**config.mk**
```make
export PLATFORM = sky130hd
export DESIGN_NAME = clk_freq_meter
export DESIGN_NICKNAME = d
export VERILOG_FILES = /design/src/rtl/clk_freq_meter.sv
export SDC_FILE = /design/constraint.sdc
export NUM_CORES = 1
export LEC_CHECK = 0
export CORE_UTILIZATION = 26
export CTS_BUF_LIST = sky130_fd_sc_hd__clkbuf_8
export DETAILED_ROUTE_END_ITERATION = 16
export SLEW_MARGIN = 20
export SYNTH_ARGS = -nofsm -noshare
export SYNTH_HDL_FRONTEND = slang
export SYNTH_SLANG_ARGS = --single-unit
```
**constraint.sdc**
```tcl
create_clock -name sys_clk -period 3 [get_ports sys_clk]
set_input_delay 0.75 -clock sys_clk [delete_from_list [all_inputs] [get_ports sys_clk]]
set_output_delay 0.75 -clock sys_clk [all_outputs]
set_load 0.05 [all_outputs]
```
**src/rtl/clk_freq_meter.sv**
```systemverilog
// clk_freq_meter: counts rising edges of an asynchronous clock (meas_in) over
// a fixed window of sys_clk cycles, reports the count, and flags it against an
// expected window. Used in the board self-test path; in_range drives an LED.
//
// Optional feature: define FREQ_METER_LOSS_DET_EN to build the loss-of-clock
// watchdog that drives clk_lost. Without it, clk_lost is tied to 0.
//
// Output protocol: freq_valid is a one-cycle strobe with no back-pressure.
// freq_count, overflow and in_range change only in the cycle freq_valid is
// high and hold their value until the next strobe. start is a one-cycle
// request that is only accepted while busy is low; run is a level request.
module clk_freq_meter #(
   parameter int GATE_CYCLES = 50000,
   parameter int CNT_W       = 24,
   parameter int EXP_COUNT   = 10000,
   parameter int TOL         = 50,
   parameter int SYNC_STAGES = 2,
   parameter int LOSS_CYCLES = 64
) (
   input  logic             sys_clk,
   input  logic             sys_rst_n,
   input  logic             meas_in,
   input  logic             start,
   input  logic             run,
   output logic             busy,
   output logic [CNT_W-1:0] freq_count,
   output logic             freq_valid,
   output logic             in_range,
   output logic             overflow,
   output logic             clk_lost,
   output logic [1:0]       fsm_state
);

   // Reject configurations the front end and gate counter cannot support.
   if (GATE_CYCLES < 2 || SYNC_STAGES < 2 || LOSS_CYCLES < 1) begin : g_bad_cfg
      $error("clk_freq_meter: GATE_CYCLES>=2, SYNC_STAGES>=2, LOSS_CYCLES>=1 required");
   end

   typedef enum logic [1:0] {
      ST_IDLE   = 2'd0,
      ST_ARM    = 2'd1,
      ST_GATE   = 2'd2,
      ST_REPORT = 2'd3
   } state_t;

   localparam int GW = (GATE_CYCLES > 2) ? $clog2(GATE_CYCLES) : 1;
   localparam logic [GW-1:0]    GATE_LOAD = GW'(GATE_CYCLES - 1);
   localparam logic [CNT_W-1:0] CNT_MAX   = '1;

   // Range limits are evaluated one bit wider than the counter so that
   // EXP_COUNT + TOL cannot wrap; the lower limit clamps at zero.
   localparam int LO_INT = (EXP_COUNT > TOL) ? (EXP_COUNT - TOL) : 0;
   localparam int HI_INT = EXP_COUNT + TOL;
   localparam logic [CNT_W:0] RANGE_LO = (CNT_W + 1)'(LO_INT);
   localparam logic [CNT_W:0] RANGE_HI = (CNT_W + 1)'(HI_INT);

   state_t                  state_q;
   state_t                  state_d;
   logic [SYNC_STAGES-1:0]  sync_q;
   logic                    sync_dly;
   logic                    rise;
   logic [CNT_W-1:0]        edge_cnt;
   logic                    sat;
   logic [GW-1:0]           gate_cnt;
   logic [CNT_W:0]          cnt_ext;
   logic                    cnt_in_window;

   // ---------------------------------------------------------------------
   // Front end: meas_in is treated as asynchronous data. A flop chain brings
   // it into sys_clk, one extra flop gives the previous level for edge detect.
   // ---------------------------------------------------------------------

   // Synchronizer chain plus delay flop, always running.
   always_ff @(posedge sys_clk or negedge sys_rst_n) begin
      if (!sys_rst_n) begin
         sync_q   <= '0;
         sync_dly <= 1'b0;
      end else begin
         sync_q   <= {sync_q[SYNC_STAGES-2:0], meas_in};
         sync_dly <= sync_q[SYNC_STAGES-1];
      end
   end

   assign rise = sync_q[SYNC_STAGES-1] & ~sync_dly;

   // ---------------------------------------------------------------------
   // Control FSM: IDLE -> ARM -> GATE -> REPORT -> (ARM | IDLE)
   // ---------------------------------------------------------------------

   // State register.
   always_ff @(posedge sys_clk or negedge sys_rst_n) begin
      if (!sys_rst_n) begin
         state_q <= ST_IDLE;
      end else begin
         state_q <= state_d;
      end
   end

   // Next-state logic; start is only looked at in IDLE, so a pulse while busy
   // is dropped rather than queued.
   always_comb begin
      state_d = state_q;
      case (state_q)
         ST_IDLE: begin
            if (start || run) begin
               state_d = ST_ARM;
            end
         end
         ST_ARM: begin
            state_d = ST_GATE;
         end
         ST_GATE: begin
            if (gate_cnt == '0) begin
               state_d = ST_REPORT;
            end
         end
         ST_REPORT: begin
            state_d = run ? ST_ARM : ST_IDLE;
         end
         default: begin
            state_d = ST_IDLE;
         end
      endcase
   end

   assign busy      = (state_q != ST_IDLE);
   assign fsm_state = state_q;

   // ---------------------------------------------------------------------
   // Gate window and edge counter
   // ---------------------------------------------------------------------

   // ARM clears the counters; GATE counts rises for exactly GATE_CYCLES
   // cycles, including a rise present on the final cycle. The counter sticks
   // at its maximum and remembers that an edge was lost.
   always_ff @(posedge sys_clk or negedge sys_rst_n) begin
      if (!sys_rst_n) begin
         edge_cnt <= '0;
         sat      <= 1'b0;
         gate_cnt <= '0;
      end else begin
         case (state_q)
            ST_ARM: begin
               edge_cnt <= '0;
               sat      <= 1'b0;
               gate_cnt <= GATE_LOAD;
            end
            ST_GATE: begin
               if (rise) begin
                  if (edge_cnt == CNT_MAX) begin
                     sat <= 1'b1;
                  end else begin
                     edge_cnt <= edge_cnt + 1'b1;
                  end
               end
               if (gate_cnt != '0) begin
                  gate_cnt <= gate_cnt - 1'b1;
               end
            end
            default: begin
               edge_cnt <= edge_cnt;
               sat      <= sat;
               gate_cnt <= gate_cnt;
            end
         endcase
      end
   end

   // ---------------------------------------------------------------------
   // Result registers
   // ---------------------------------------------------------------------

   assign cnt_ext       = {1'b0, edge_cnt};
   assign cnt_in_window = (cnt_ext >= RANGE_LO) && (cnt_ext <= RANGE_HI);

   // Latch count and flags together at the end of the REPORT cycle so they
   // become visible in the same cycle as the freq_valid strobe.
   always_ff @(posedge sys_clk or negedge sys_rst_n) begin
      if (!sys_rst_n) begin
         freq_count <= '0;
         freq_valid <= 1'b0;
         overflow   <= 1'b0;
         in_range   <= 1'b0;
      end else begin
         freq_valid <= 1'b0;
         if (state_q == ST_REPORT) begin
            freq_count <= edge_cnt;
            freq_valid <= 1'b1;
            overflow   <= sat;
            in_range   <= cnt_in_window && !sat;
         end
      end
   end

   // ---------------------------------------------------------------------
   // Loss-of-clock watchdog
   // ---------------------------------------------------------------------
`ifdef FREQ_METER_LOSS_DET_EN
   localparam int WW = $clog2(LOSS_CYCLES + 1);
   localparam logic [WW-1:0] WD_LIMIT = WW'(LOSS_CYCLES);

   logic [WW-1:0] wd_cnt;

   // Cycles since the last synchronized rise, saturating at the limit.
   // Runs regardless of FSM state.
   always_ff @(posedge sys_clk or negedge sys_rst_n) begin
      if (!sys_rst_n) begin
         wd_cnt <= '0;
      end else if (rise) begin
         wd_cnt <= '0;
      end else if (wd_cnt != WD_LIMIT) begin
         wd_cnt <= wd_cnt + 1'b1;
      end
   end

   assign clk_lost = (wd_cnt == WD_LIMIT);
`else
   assign clk_lost = 1'b0;
`endif

endmodule
```
-- After elaboration in Yosys (flattened, before gate mapping)
Cells that the tools add are included.
- register bits: 73
- input port bits: 5
- output and inout port bits: 31
- logic and storage cells: 52
- $add $sub $neg: 2
- $lt $le $gt $ge: 2
- eq/ne operators: 10
- multiplexer cells: 13
- bitwise gates (word level): 2
- reduce and logical (&&, ||, !) cells: 13
- operator list (operator ; count):
    $mux 24 ; 2
    $pmux 24 s2 ; 1
    $pmux 16 s2 ; 1
    $add 24x1->24 const B ; 1
    $eq 24x24->1 const B ; 1
    $ge 24x14->1 const B ; 1
    $le 24x14->1 const B ; 1
    $logic_not 16->1 ; 1
    $mux 16 ; 1
    $reduce_bool 16->1 ; 1
    $sub 16x1->16 const B ; 1
    $ne 2x2->1 const B ; 6
    $pmux 2 s4 ; 1
    $reduce_and 3->1 ; 2
    $eq 2x2->1 const B ; 2
    $mux 1 ; 4
    $mux 2 ; 2
    $reduce_and 2->1 ; 2
    $reduce_bool 2->1 ; 2
    $eq 2x1->1 const B ; 1
    $logic_and 1x1->1 ; 2
    $logic_not 2->1 ; 1
    $pmux 1 s2 ; 1
    $and 1x1->1 ; 1
    other kinds (3) ; 3

-- Depth between registers and ports, before layout
- word-level depth: 4
- depth in mapped cells: 9
- mapped depth without buffers: 7

-- Least setup slack after synthesis
Ideal clock, no wire load.
- kind: reg-to-reg
- start point: reg state_q[0] (netlist: fsm_state[0])
- end point: reg edge_cnt[20]
- setup time: 0.120 ns
- arrival: 2.557 ns
- required time: 2.880 ns
- slack: 0.323 ns
- cell stages (with the launch flop): 8
- buffers on the path: 0
- period minus slack after synthesis: 2.677 ns
- path through: dfrtp_1 > inv_1 > ha_1 > nor2b_1 > a21oi_1 > nor4b_1 > a211oi_1 > a31o_2
- word-level cells in the longest chain between the ends: 3
- ends and longest elaborated chain (element ; line ; text):
    from (decl) ; 57 ; state_t state_q;
    from (signal assigned) ; 95 ; state_q <= state_d;
    $eq 2x2->1 or $eq 2x1->1 (tied branches) ; 142 ; case (state_q)
    $ne 2x2->1 (no line) or $reduce_bool 2->1 (tied branches) ; - ;
    $reduce_and 3->1 (no line) ; - ;
    to (signal assigned) ; 153 ; edge_cnt <= edge_cnt + 1'b1;
    to (signal assigned) ; 161 ; edge_cnt <= edge_cnt;
    to (decl) ; 62 ; logic [CNT_W-1:0] edge_cnt;
Parallel ways exist; a longest one is shown, timed or not.
A chain may end at the register's enable or synchronous reset.

-- Final worst setup path
- start point: reg state_q[0] (netlist: fsm_state[0])
- end point: out busy
- word-level cells in the longest chain between the ends: 1
- ends and longest elaborated chain (element ; line ; text):
    $reduce_bool 2->1 ; 126 ; assign busy = (state_q != ST_IDLE);
    to (decl) ; 25 ; output logic busy,
Every way passes these cells.

==> results.md <==
* Outcome: completed
* Overflow after GRT at 0
* Required time of the critical path at 2.25 ns
* Power density over cell area at 432 mW/mm^2
* Portion of total power attributed to the clock network at 36.9%
* Routed length per placed instance at 14.2 um
* Number of slew-limit violations in the final report at 0
* Peak Freq at 367 MHz
* Worst IR drop on VDD at 0.172 mV
* Number of flip-flops and latches in the synthesized netlist at 73
* Antenna Cells at 0
* DR iter-0 viols at 121
* Post-DP HPWL at between 5000 and 6000 um
* Most frequently used cell type in the post-synthesis netlist: dfrtp_1
* Synthesized instance count at 349
* Clock buffer count from CTS at 9
* Setup repair after global routing missed its margin: false
* Tcrit/Tclk final at 90.9%
* Layout cell share with drive strength beyond 1 at 14.6%
* Initial Util at between 20% and 30%
* DRT Pass-1 Iters at 5
* Multi-input logic area at 0.00162 mm^2
* Hold Crit Class: register to register
* Distinct cell type count after synthesis at 53
* Type of element capturing the critical path: output port
* Die height at 120 um
* Final hold viol count at 0
* Cell area after synthesis at 0.00359 mm^2
* Post-CTS setup buffer count at 0
* Standard-cell row count at 42
* Number of buffers added on ports at 34
* Clock tree from TritonCTS: done
* Register-to-register setup slack at 0.56 ns
* Critical Setup Path Class: register to output port
* Post-route clock skew at 0.00248 ns
* Internal power of the cells at between 1 and 1.5 mW
* Total Wirelength at 7950 um
* Actual transition at the worst max-transition pin at a little under 0.8 ns
* Reported net switching power at approximately 0.45 mW
* Worst setup path start: fsm_state[0]
* Area added between synthesis and finish at 19.5%
* LEAKAGE at 1.72 nW
* Fill cell count at 1,420
* Die ar. at 0.0143 mm^2
* Total of max-cap violations at 0
* Post-layout nets at 394
* Shortest period the worst path allows at 2.73 ns
* Sequential share of the synthesized area at 50.9%
* Worst rel slew slack at 47.5%
* Wire length of the first global-routing pass at 13,700 um
* Die outline width at 120 um
* Routed vias/inst at 4.92
* Final antenna-violating net count at 0
* Worst reg2reg path endpoint: edge_cnt[9]
* Number of gates resized after cts at 0
* Part of the power in registers at 57.7%
* Cell types with the largest area share after synthesis: dfrtp_1 51%, mux2_2 7.8%, a21oi_1 3.5%, nand2_1 2.9%, ha_1 2.8%
* Share of the core filled with cells at roughly a third
* Top post-synthesis cells by count: 73 x dfrtp_1, 28 x nand2_1, 25 x a21oi_1, 25 x mux2_2, 20 x nor2_1
* Synthesized area divided by synthesized cell count at just over 10 um^2
* # hold bufs at CTS at 0
* Cells on worst reg2reg path at 7
* Setup violators final at 0
* Startpoint class of the critical path: register
* Main synth FF type: dfrtp_1
* Switching Share at roughly a quarter
* Yosys top cell by area: dfrtp_1
* Sum Neg Setup Slack at 0 ns
* Fraction of registers with async set or reset after synthesis at 100%
* Critical Path AT at 1.98 ns
* Synthesized netlist net count at 362
* Cell chosen for the clock root: clkbuf_8
* Number of cells on the worst hold path at 0
* Number of enable-type register cells in the synthesized netlist at 0
* Overall Global Routing Usage at 12.2%
* CP max FO at 6
* Core Box Area at 0.0133 mm^2
* Largest buffer count on any clock path at 2
* Sink of the worst hold path: sync_q[1]
* Post-route DRC at 0
* Vias in the first global route at about 2,700
* Clock sinks at 73
* Boundary pin count at 36
* Storage cell area at 0.00183 mm^2
* Clock-pin transition on the worst setup and hold timing paths at approximately 0.070 ns
* H-tree depth reported by CTS at 3
* Largest net degree at the start of global routing at 42
* Ys Warns at 0
* Clock latency of the later-clocked register in the worst-skew pair at 0.35 ns
* Via count of the routed design at ~2,800
* Top cell type's share of synthesized area at 50.9%
* Critical register-to-register path startpoint: edge_cnt[1]
* Number of antenna violations at the first check in global routing at 0
* Portion of total power attributed to combinational logic at between 5 and 6%
* Routability Congestion at roughly 0.8
* Worst hold path startpoint: sync_q[0]
## placed cells by master (no fill, tap or decap), types with 3 or more instances in the layout
cell type | netlist | final
o31ai_1 | 8 | 8
or4_1 | 8 | 8
nor3_1 | 4 | 4
nand4_1 | 9 | 9
nand3_1 | 8 | 8
nand2b_1 | 4 | 4
nand2_1 | 28 | 28
or3_1 | 13 | 13
a211oi_1 | 4 | 4
inv_1 | 14 | 15
clkdlybuf4s50_1 | 0 | 33
xnor2_1 | 10 | 10
clkbuf_8 | 0 | 12
nor4_1 | 7 | 7
ha_1 | 8 | 8
mux2_2 | 25 | 25
a21oi_1 | 25 | 25
o211ai_1 | 3 | 3
buf_4 | 3 | 6
o21ai_0 | 19 | 19
nor2_1 | 20 | 20
dfrtp_1 | 73 | 73
## logic make-up after synthesis
logic type	Yosys count	synth area share, %
simple gates	119	17.8
xor+xnor	10	2.44
compound gates	78	13.8
other cells	1	0.104
fa+ha+maj	8	2.79
mux	26	8.12
buf+inv	34	4.04
flops	73	50.9
## flip-flops by register name, indices dropped and copies added, names as in the netlist
name        flops
edge_cnt       24
freq_count     24
gate_cnt       16
sat             1
in_range        1
freq_valid      1
overflow        1
fsm_state       2
sync_q          2
sync_dly        1
## per-stage QoR
step / instance area (um^2) / hold slack, ns / worst slack (ns) / instances / power [mW]
finish: 4290 / 0.352 / 0.273 / 559 / 1.85
global route: 4290 / 0.374 / 0.155 / 559 / 1.96
CTS: 4290 / 0.353 / 0.238 / 559 / 1.89
detailed placement: 4120 / 0.336 / 0.603 / 546 / 1.19
global placement: 4120 / 0.335 / 0.643 / 546 / 1.19
floorplan: 3590 / 0.331 / 0.323 / 349 / 1.13
## critical path: stages (launching register included)
cell             delay (ns)
dfrtp_1                0.43
inv_1                  0.10
ha_1                   0.22
inv_1                  0.07
clkdlybuf4s50_1        0.80
## layer usage
| metal | wire length, um | track usage, % | vias up | share of wire, % |
|---|---|---|---|---|
| met5 | 0 | 0 | - | 0 |
| met4 | 72 | 4.30 | 0 | 0.91 |
| met3 | 487 | 3.90 | 6 | 6.1 |
| met2 | 3520 | 17.9 | 68 | 44 |
| met1 | 3870 | 16.9 | 1345 | 49 |
| li1 | - | - | 1333 | - |
## worst max-delay path by stage
stage / endpoint / slack [ns] / cells past startpoint
after floorplan: edge_cnt[20] / 0.32 / 7
after global placement: edge_cnt[20] / 0.64 / 7
after detailed placement: edge_cnt[9] / 0.60 / 7
after CTS: busy / 0.24 / 4
after global routing: busy / 0.16 / 4
final: busy / 0.27 / 4
## power groups by stage
stage               clock [mW]  sequential [mW]  combinational, mW
detailed placement           0             1.09              0.102
global placement             0             1.09              0.102
floorplan                    0             1.06             0.0766
CTS                      0.717             1.07              0.103
global route             0.763             1.07              0.120
finish                   0.684             1.07              0.100
## cell type report
type,count,share of cell area [%]
Multi-Input combinational cell,242,37.8
Timing Repair Buffer,41,9.33
Tap cell,176,5.13
Clock buffer,12,3.85
Inverter,14,1.22
Sequential cell,73,42.6
Clock inverter,1,0.0875
No activity file was read; power rests on OpenSTA's default activity.
==> patch: new RTL, same flow settings <==
`TOL`: 50 -> 25.
--- a/src/rtl/clk_freq_meter.sv
+++ b/src/rtl/clk_freq_meter.sv
@@ -14,5 +14,5 @@
    parameter int CNT_W       = 24,
    parameter int EXP_COUNT   = 10000,
-   parameter int TOL         = 50,
+   parameter int TOL         = 25,
    parameter int SYNC_STAGES = 2,
    parameter int LOSS_CYCLES = 64
Formal check against the unedited RTL: same outputs for any inputs over 10 cycles, from zero or initial values and one cycle with sys_rst_n low; that may be too few to reach the edited logic, so the function may still have changed.
==> patch against the unedited design <==
Sequential cell count stayed put. Routed wire length down 3.3%. Via count fell by 2.9%. Worst setup slack lost 0.031 ns. Area after synthesis up 2.5%. Core utilization is 0.17 points lower. Sequential share of layout area fell by 1.3 points. Worst hold slack lost 0.091 ns. Final area increased by 3.0%.
Power is not compared: it rests on default switching activity, and its combinational part moved more than twofold at a synthesized area within 25%.
==> patch: results (changes against the unedited design) <==
[global_routing]
grtUsageTotal_pct=11.3  ; -0.92 points
grt_pass1_vias=2541  ; -6.8%
grtUsageMet2_pct=16.7  ; -1.2 points
grt_pass1_wl_mm=12.9  ; -6.4%
grtUsageMet3_pct=3.52  ; -0.37 points
met1_usage_pct=15.5  ; -1.3 points
grt_max_degree=40  ; -4.8%

[detailed_routing]
vias_per_cell=4.76  ; -3.3%
drt-initial-drc-count=168  ; +39%
wl_met2_mm=3.38  ; -4.2%
wl_met3_um=383  ; -21%
met1_length_mm=3.85  ; -0.52%
drt_first_pass_iters=4  ; -1
totalWireLength_mm=7.68  ; -3.3%

[critical_path]
r2r_end=edge_cnt[16]
cp_max_fo=7  ; +1
arrival_ns=2.01  ; +0.03 ns
crit_end=busy

[yosys]
ys_types=53  ; unchanged
syn_nets=354  ; -2.2%
yosys-top-cells-count=dfrtp_1, nor2_1, mux2_2, nand2_1
seq_area_frac_synth_pct=49.6  ; -1.3 points
avgSynthCellArea_um2=10.8  ; +5.3%
synth.area.top_cells=dfrtp_1, mux2_2, xor2_1, nor2_1, ha_1

[place]
post_dp_cell_area_mm2=0.00423  ; +2.7%
place_ws_ns=0.600  ; -0.00258 ns
dpl.cell_count=545  ; -0.18%
globalplace.congestion=0.805  ; -1.3%
dp_hpwl_mm=5.61  ; +1.9%

[finish]
largestRegisters=edge_cnt (24), freq_count (24), gate_cnt (16)
final_nets=390  ; -1.0%
antenna_cells=0  ; unchanged
stdcell_count=561  ; +0.36%
drive_above_1_share_pct=16.0  ; +1.4 points

[clock_tree]
postCtsSetupBuffers=0  ; unchanged
path_clk_slew_ns=0.07  ; about the same
htreeDepth=3  ; unchanged

[power_and_ir_drop]
power_per_cell_area_mw_per_mm2=641
p_clk_w=0.000735
p_leak_nw=1.90

[sta]
hold_ws_ns=0.262  ; -0.0906 ns
fin_ws_ns=0.242  ; -0.0311 ns
relSlewSlack_pct=51.2  ; +3.8 points
fin_skew_ns=0.00633  ; +0.00384 ns

[status]
status=finished, final reports clean

[hold_path]
hp-class=input pin to async pin

-- patch: kinds of logic (layout without fill, tap and decap cells) --
kind of cell               Yosys count  count (layout)  share of synthesized area [%]
and+or+nand+nor                    126             126                           19.3
DFF                                 73              73                           49.6
AOI/OAI and AO/OA                   50              50                           10.2
muxes                               30              30                           9.04
buffers and inverters               27              68                           3.02
xor gates and xnor gates            24              24                           5.71
adders and majority gates            9               9                           3.06
other                                1               1                          0.102
-- patch: worst max-delay path, delay by kind of cell (launching register included) --
family | cells | cell delay [ns]
fa+ha+maj | 1 | 0.22
buf+inv | 3 | 0.97
flops | 1 | 0.46
-- patch: area by class of cell --
type	instances	area, µm²
repair buffers	42	395
well taps	180	225
clock inverters	6	51.3
multi-input cells	240	1750
flip-flops and latches	73	1830
inverters	10	37.5
clock buffers	10	138
fillers	1400	9410
